`config.mk`:
```
export PLATFORM = sky130hd
export DESIGN_NAME = enc
export DESIGN_NICKNAME = d
export VERILOG_FILES = /design/src/rtl/enc.sv
export SDC_FILE = /design/constraint.sdc
export NUM_CORES = 1
export LEC_CHECK = 0
export BUFFER_PORTS_ARGS = -buffer_cell sky130_fd_sc_hd__buf_2
export CAP_MARGIN = 20
export CELL_PAD_IN_SITES_DETAIL_PLACEMENT = 1
export CELL_PAD_IN_SITES_GLOBAL_PLACEMENT = 2
export CORE_MARGIN = 2
export CORE_UTILIZATION = 34
export DETAILED_ROUTE_END_ITERATION = 8
export MAX_ROUTING_LAYER = met4
export PLACE_DENSITY_LB_ADDON = 0.1
export SYNTH_ARGS = -nofsm -noshare
export SYNTH_HDL_FRONTEND = slang
export SYNTH_SLANG_ARGS = --single-unit
```
`constraint.sdc`:
```
create_clock -name clk -period 3.77 [get_ports clk]
set_clock_uncertainty 0.05 [all_clocks]
set_input_delay 0.377 -clock clk [delete_from_list [all_inputs] [get_ports clk]]
set_output_delay 0.377 -clock clk [all_outputs]
set_load 0.02 [all_outputs]
```
`src/rtl/enc.sv`:
```
// RV32I instruction encoder with a 2-entry output FIFO.
// Optional immediate range checking is compiled in with ENC_RANGE_CHECK_EN.
module enc #(
    parameter int CNT_W = 16
) (
    input  logic             clk,
    input  logic             rst,
    input  logic             in_valid,
    output logic             in_ready,
    input  logic [2:0]       in_fmt,
    input  logic [4:0]       in_sopcode,
    input  logic [2:0]       in_funct3,
    input  logic [6:0]       in_funct7,
    input  logic [4:0]       in_rd,
    input  logic [4:0]       in_rs1,
    input  logic [4:0]       in_rs2,
    input  logic [31:0]      in_imm,
    output logic             out_valid,
    input  logic             out_ready,
    output logic [31:0]      out_instr,
    output logic             out_err,
    output logic [CNT_W-1:0] out_cnt
);

    typedef enum logic [2:0] {
        FMT_R = 3'd0,
        FMT_I = 3'd1,
        FMT_S = 3'd2,
        FMT_B = 3'd3,
        FMT_U = 3'd4,
        FMT_J = 3'd5
    } fmt_t;

    localparam logic [31:0] NOP_WORD = 32'h0000_0013;

    logic [6:0]  opcode;
    logic [31:0] enc_instr;
    logic        enc_err;
    logic        range_err;

    logic [32:0] mem [2];
    logic        wr_ptr;
    logic        rd_ptr;
    logic [1:0]  occ;
    logic        push;
    logic        pop;

    assign opcode = {in_sopcode, 2'b11};

    always_comb begin
        enc_instr = NOP_WORD;
        enc_err   = 1'b0;
        case (in_fmt)
            FMT_R: enc_instr = {in_funct7, in_rs2, in_rs1, in_funct3, in_rd, opcode};
            FMT_I: enc_instr = {in_imm[11:0], in_rs1, in_funct3, in_rd, opcode};
            FMT_S: enc_instr = {in_imm[11:5], in_rs2, in_rs1, in_funct3, in_imm[4:0], opcode};
            FMT_B: enc_instr = {in_imm[12], in_imm[10:5], in_rs2, in_rs1, in_funct3,
                                in_imm[4:1], in_imm[11], opcode};
            FMT_U: enc_instr = {in_imm[31:12], in_rd, opcode};
            FMT_J: enc_instr = {in_imm[20], in_imm[10:1], in_imm[11], in_imm[19:12],
                                in_rd, opcode};
            default: begin
                enc_instr = NOP_WORD;
                enc_err   = 1'b1;
            end
        endcase
        enc_err = enc_err | range_err;
    end

`ifdef ENC_RANGE_CHECK_EN
    // Words that do not fit their field are still packed (truncated) but flagged.
    logic signed [31:0] simm;
    assign simm = $signed(in_imm);

    always_comb begin
        range_err = 1'b0;
        case (in_fmt)
            FMT_I, FMT_S: range_err = (simm < -32'sd2048) || (simm > 32'sd2047);
            FMT_B:        range_err = (simm < -32'sd4096) || (simm > 32'sd4094) || in_imm[0];
            FMT_J:        range_err = (simm < -32'sd1048576) || (simm > 32'sd1048574) || in_imm[0];
            FMT_U:        range_err = (in_imm[11:0] != 12'd0);
            default:      range_err = 1'b0;
        endcase
    end
`else
    assign range_err = 1'b0;
`endif

    // Ready depends only on registered occupancy (and reset), never on out_ready.
    assign in_ready  = !rst && (occ != 2'd2);
    assign out_valid = (occ != 2'd0);
    assign out_instr = out_valid ? mem[rd_ptr][31:0] : 32'd0;
    assign out_err   = out_valid ? mem[rd_ptr][32]   : 1'b0;

    assign push = in_valid && in_ready;
    assign pop  = out_valid && out_ready;

    always_ff @(posedge clk or posedge rst) begin
        if (rst) begin
            mem[0] <= '0;
            mem[1] <= '0;
            wr_ptr <= 1'b0;
            rd_ptr <= 1'b0;
            occ    <= 2'd0;
        end else begin
            if (push) begin
                mem[wr_ptr] <= {enc_err, enc_instr};
                wr_ptr      <= ~wr_ptr;
            end
            if (pop) begin
                rd_ptr <= ~rd_ptr;
            end
            case ({push, pop})
                2'b10:   occ <= occ + 2'd1;
                2'b01:   occ <= occ - 2'd1;
                default: occ <= occ;
            endcase
        end
    end

    always_ff @(posedge clk or posedge rst) begin
        if (rst) begin
            out_cnt <= '0;
        end else if (pop) begin
            out_cnt <= out_cnt + 1'b1;
        end
    end

endmodule
```
==> reports/qor.yml, run 1 <==
status:
  status: "complete, no violations"
global_routing:
  grtUsageMet1_pct: 26.14
  grt_overflow: 0
  grt_max_degree: 64
  grt_pass1_wl_mm: 18.43
  antenna_found_initial: 0
  gr-usage-all-layers_pct: 18.58
  met3_usage_pct: 2.824
  grt_use_met2_pct: 27.29
  busiest_layer: "met2"
  grt_pass1_vias: 3519
floorplan:
  row_count: 40
  coreArea_um2: 12110
  dieArea_um2: 13450
  initial_core_util_pct: 35.21
  die_h_um: 116.0
  io_pins: 120
  fp.dieW_um: 116.0
critical_path:
  cp.arrival_ps: 2090
  path_max_fanout: 33
  worst_r2r_path_depth: 4
  reg2reg_slack_ps: 1730
  critPathLaunchType: "register"
  r2r-end: "mem[13]"
  critPathKind: "reg -> out"
  r2r-start: "occ[1]"
  cp.required_ps: 3340
  endpoint_kind: "output port"
layout:
  final_core_util_pct: 43.45
  layout.nets: 603
  finalNonFillerCells: 705
  n_fill_cell: 1434
  antenna_cells: 0
  drive_above_1_share_pct: 33.15
  final_common_cell: "buf_2"
  layout_common_cells: "buf_2 (119), dfrtp_1 (83), nand2_1 (76)"
  syn_to_final_growth_pct: 23.42
pwr:
  powerDensity_nw_per_um2: 803.7
  peakVddDrop_uv: 368.5
  power_frac_comb_pct: 39.8
  power.internal_mw: 2.527
  pwr-share-clk_pct: 22.6
  seq_power_share_pct: 37.6
  switching_share_pct: 40.25
  p_leak_nw: 2.585
  net-switching-power_mw: 1.702
clock_network:
  cts_made_buffers: 9
  post_cts_buffers: 0
  htreeDepth: 3
  cts_resized: 0
  worstSkewPairLatency_ps: 340
  cts_root_buffer: "clkbuf_16"
  cts.sink_count: 84
  cts_max_path_buffers: 2
  postCtsHoldBufs: 0
  cts_tree: "yes"
  path_clk_slew_ps: 60
worst_hold_path:
  hold_path.class: "in -> async"
timing:
  period_share_pct: 66.63
  final_max_slew_viol_count: 0
  setup_violations: 0
  timing.final.ws_setup_ps: 1258
  hold_violations: 0
  period_needed_ps: 2512
  tns_ps: 0
  worst-slew-pin-transition_ps: 1096
  max_freq_mhz: 398.1
  hold_slack_ps: 110.8
  rsz0062_at_grt: "no"
  slew_headroom_pct: 26.90
route:
  wl_per_cell_um: 16.06
  viasPerCell: 4.828
  dr.pass1.iters: 4
  detail-route-antenna-nets: 0
  drc: 0
  wl_mm: 11.32
  vias: 3404
  drt_iter0_markers: 90
synthesis:
  synth-seq-cells: 84
  synth_cell_types: 32
  syn-cell-area_um2: 4264
  yosysSeqAreaShare_pct: 49.30
  syn-num-nets: 502
  yosys_warnings: 0
  syn-mean-instance-area_um2: 9.893
  syn_inst: 431
placement:
  dp_hpwl_mm: 7.850
  place_inst: 688
  place_congestion: 0.7567
  port_buffers: 119
  place_ws_ps: 1444
run:
  drv_cap: 0
## how the worst max path moves through the flow
stage | from | to | slack [ps]
3_3_place_gp | rst | mem[53] | 1500
2_1_floorplan | rst | mem[10] | 1180
3_5_place_dp | in_fmt[2] | mem[61] | 1440
4_1_cts | rd_ptr | out_instr[20] | 1220
5_1_grt | rd_ptr | out_instr[19] | 1150
6_report | rd_ptr | out_instr[20] | 1260
## flip-flops by register name, indices dropped and copies added, names as in the netlist
signal / count
wr_ptr: 1
rd_ptr: 1
out_cnt: 16
mem: 64
occ: 2
## cell usage after synthesis, drive strengths merged
cell,n,share of area (%)
nand2,76,6.7
o22a,6,1.2
nor2,40,3.5
ha,2,0.59
mux2,4,1.1
o21ai,62,9.8
a22o,5,1.0
mux2i,32,7.5
nor4b,1,0.35
mux4,1,0.53
nor4,1,0.15
nand2b,2,0.29
buf,18,3.1
inv,5,0.44
xor2,4,0.82
nand4,7,1.0
or4b,1,0.23
o21a,1,0.18
clkbuf,14,1.2
xnor2,16,3.3
and4,2,0.41
dfrtp,84,49
a21oi,10,1.2
a22oi,23,4.0
nor2b,11,1.6
nand3,2,0.23
or4,1,0.18
## routing by layer
layer	share of wire [%]	vias up
li1	-	1695
met1	50	1614
met2	45	81
met3	3.6	14
met4	1.6	0
met5	0	-
## final cells by class
cell class	count	area (um2)	share of cell area (%)
Timing Repair Buffer	122	630.6	11.98
Inverter	5	20.02	0.3804
Sequential cell	84	2103	39.97
Tap cell	168	210.2	3.994
Multi-Input combinational cell	310	1973	37.49
Clock buffer	10	239.0	4.541
Clock inverter	6	86.33	1.641
## metrics by stage
step	instance area, um2	total power [mW]
global route	5263	4.561
global placement	4917	3.265
CTS	5243	4.299
floorplan	4264	2.779
finish	5263	4.230
detailed placement	4917	3.321
## worst max-delay path: stages, from the launching register on
cell	delay [ps]
dfrtp_2	1090
mux2i_1	360
nor2_1	70
buf_2	200
## kinds of logic after synthesis
kind of cell / share of synthesized area [%]
fa+ha+maj: 0.5868
simple gates: 14.70
mux: 9.096
flops: 49.30
compound gates: 17.49
xor+xnor: 4.108
buf+inv: 4.724
## power groups by stage
stage	Sequential [mW]	Clock, mW	Combinational, mW
after CTS	1.60	0.987	1.71
final	1.59	0.956	1.68
after floorplan	1.49	0	1.29
after global routing	1.66	1.04	1.87
after global placement	1.59	0	1.67
after detailed placement	1.62	0	1.71
Note: power is estimated with default switching activity, not from simulation.
==> run 2, diff against run 1 <==
--- a/config.mk
+++ b/config.mk
@@ -10,7 +10,7 @@
 export CELL_PAD_IN_SITES_DETAIL_PLACEMENT = 1
 export CELL_PAD_IN_SITES_GLOBAL_PLACEMENT = 2
 export CORE_MARGIN = 2
-export CORE_UTILIZATION = 34
+export CORE_UTILIZATION = 32
 export DETAILED_ROUTE_END_ITERATION = 8
 export MAX_ROUTING_LAYER = met4
 export PLACE_DENSITY_LB_ADDON = 0.1
==> constraint.sdc (replaced) <==
create_clock -name clk -period 2.5 [get_ports clk]
set_clock_uncertainty 0.05 [all_clocks]
set_input_delay 0.25 -clock clk [delete_from_list [all_inputs] [get_ports clk]]
set_output_delay 0.25 -clock clk [all_outputs]
set_load 0.02 [all_outputs]
==> run 2 against run 1 <==
  * Total power increased by 55%
  * Sequential cell count unchanged
  * Hold slack improved by 11 ps
  * Largest cell class unchanged
==> reports/qor.yml, run 2 (synthesis results as in run 1) <==
route:
  wl_per_cell_um: 16.01
  detail-route-antenna-nets: 0
  viasPerCell: 4.843
  vias: 3487
  dr.pass1.iters: 5
  drc: 0
  drt_iter0_markers: 160
  wl_mm: 11.53
floorplan:
  fp.dieW_um: 119.4
  coreArea_um2: 13140
  row_count: 42
  initial_core_util_pct: 32.46
  dieArea_um2: 14260
  io_pins: 120
  die_h_um: 119.4
timing:
  tns_ps: 0
  final_max_slew_viol_count: 0
  rsz0062_at_grt: "no"
  slew_headroom_pct: 42.22
  hold_slack_ps: 121.4
  period_needed_ps: 2183
  max_freq_mhz: 458.0
  hold_violations: 0
  setup_violations: 0
  worst-slew-pin-transition_ps: 866.7
  period_share_pct: 87.33
critical_path:
  reg2reg_slack_ps: 460
  path_max_fanout: 23
  cp.arrival_ps: 1880
  critPathLaunchType: "register"
  crit_end: "out_instr[31]"
  startpoint: "occ[0]"
  r2r-end: "mem[17]"
  worst_r2r_path_depth: 4
  critPathKind: "reg -> out"
  r2r-start: "occ[1]"
  endpoint_kind: "output port"
  cp.required_ps: 2200
layout:
  final_core_util_pct: 40.74
  final_common_cell: "buf_2"
  largest_reg_flops: 64
  syn_to_final_growth_pct: 25.53
  layout.nets: 610
  drive_above_1_share_pct: 33.82
  largest-register: "mem"
  antenna_cells: 0
  post-route-cell-area_um2: 5353
  top_regs: "mem (64), out_cnt (16), occ (2)"
  layout_common_cells: "buf_2 (119), dfrtp_1 (83), nand2_1 (76)"
clock_network:
  path_clk_slew_ps: 70
  cts_tree: "yes"
  post_cts_buffers: 0
  worstSkewPairLatency_ps: 340
  cts_max_path_buffers: 2
  cts.sink_count: 84
  cts_made_buffers: 9
  cts_resized: 0
  htreeDepth: 3
  cts_root_buffer: "clkbuf_16"
  postCtsHoldBufs: 1
placement:
  dpl_cell_area_um2: 4992
  port_buffers: 119
  place_congestion: 0.7541
  dp_hpwl_mm: 7.931
global_routing:
  grt_pass1_wl_mm: 19.30
  grt_overflow: 0
  antenna_found_initial: 0
  gr-usage-all-layers_pct: 17.78
  grt_max_degree: 64
  grt_pass1_vias: 3701
pwr:
  peakVddDrop_uv: 380.5
  powerDensity_nw_per_um2: 1221
  p_leak_nw: 2.627
worst_hold_path:
  hold_path.class: "in -> reg"
run:
  drv_cap: 0
status:
  status: "complete, no violations"
-- run 2: cell count changes in the layout (fill, tap and decap cells not counted), sizes merged --
cell / change
buf: +6
inv: -1
dlygate4sd3: +1
bufinv: +1
-- run 2: critical path, stage by stage, from the launching register on --
cell	delay (ps)
dfrtp_1	460
nor2_4	390
buf_4	380
nor2_1	130
buf_2	180
-- run 2: worst min path at each step --
stage | from | end | slack (ps) | depth (start not counted)
finish | in_sopcode[0] | mem[2] | 120 | 3
global route | in_sopcode[2] | mem[4] | 130 | 3
CTS | in_sopcode[0] | mem[2] | 110 | 3
detailed placement | rst | mem[1] | 330 | 2
global placement | rst | wr_ptr | 320 | 2
floorplan | in_sopcode[0] | mem[2] | 350 | 2
-- run 2: power by group --
group | leakage, nW | internal (mW) | switching, mW
combinational | 1.39 | 1.02 | 1.63
sequential | 1.07 | 1.91 | 0.416
clock | 0.169 | 1.00 | 0.553
-- run 2: layer usage --
metal / GRT usage, % / up-vias / part of all wire (%)
li1: - / 1703 / -
met1: 23.95 / 1697 / 49
met2: 27.30 / 75 / 46
met3: 4.119 / 12 / 3.9
met4: 4.412 / 0 / 1.1
met5: - / - / 0
-- run 2: area by class of cell --
cell class	instances	area, um2
Clock buffer	10	239.0
Inverter	5	20.02
Sequential cell	84	2103
Tap cell	176	220.2
Multi-Input combinational cell	310	1973
Clock inverter	6	111.4
Timing Repair Buffer	129	685.7
Fill cell	1547	7785
-- run 2: per-stage QoR --
| step | setup slack [ps] | cells | total power [mW] |
|---|---|---|---|
| finish | 316.8 | 720 | 6.537 |
| global route | 164.1 | 720 | 7.047 |
| CTS | 242.1 | 720 | 6.667 |
| detailed placement | 474.0 | 703 | 5.058 |
| global placement | 529.6 | 703 | 4.978 |
| floorplan | 34.86 | 431 | 4.191 |
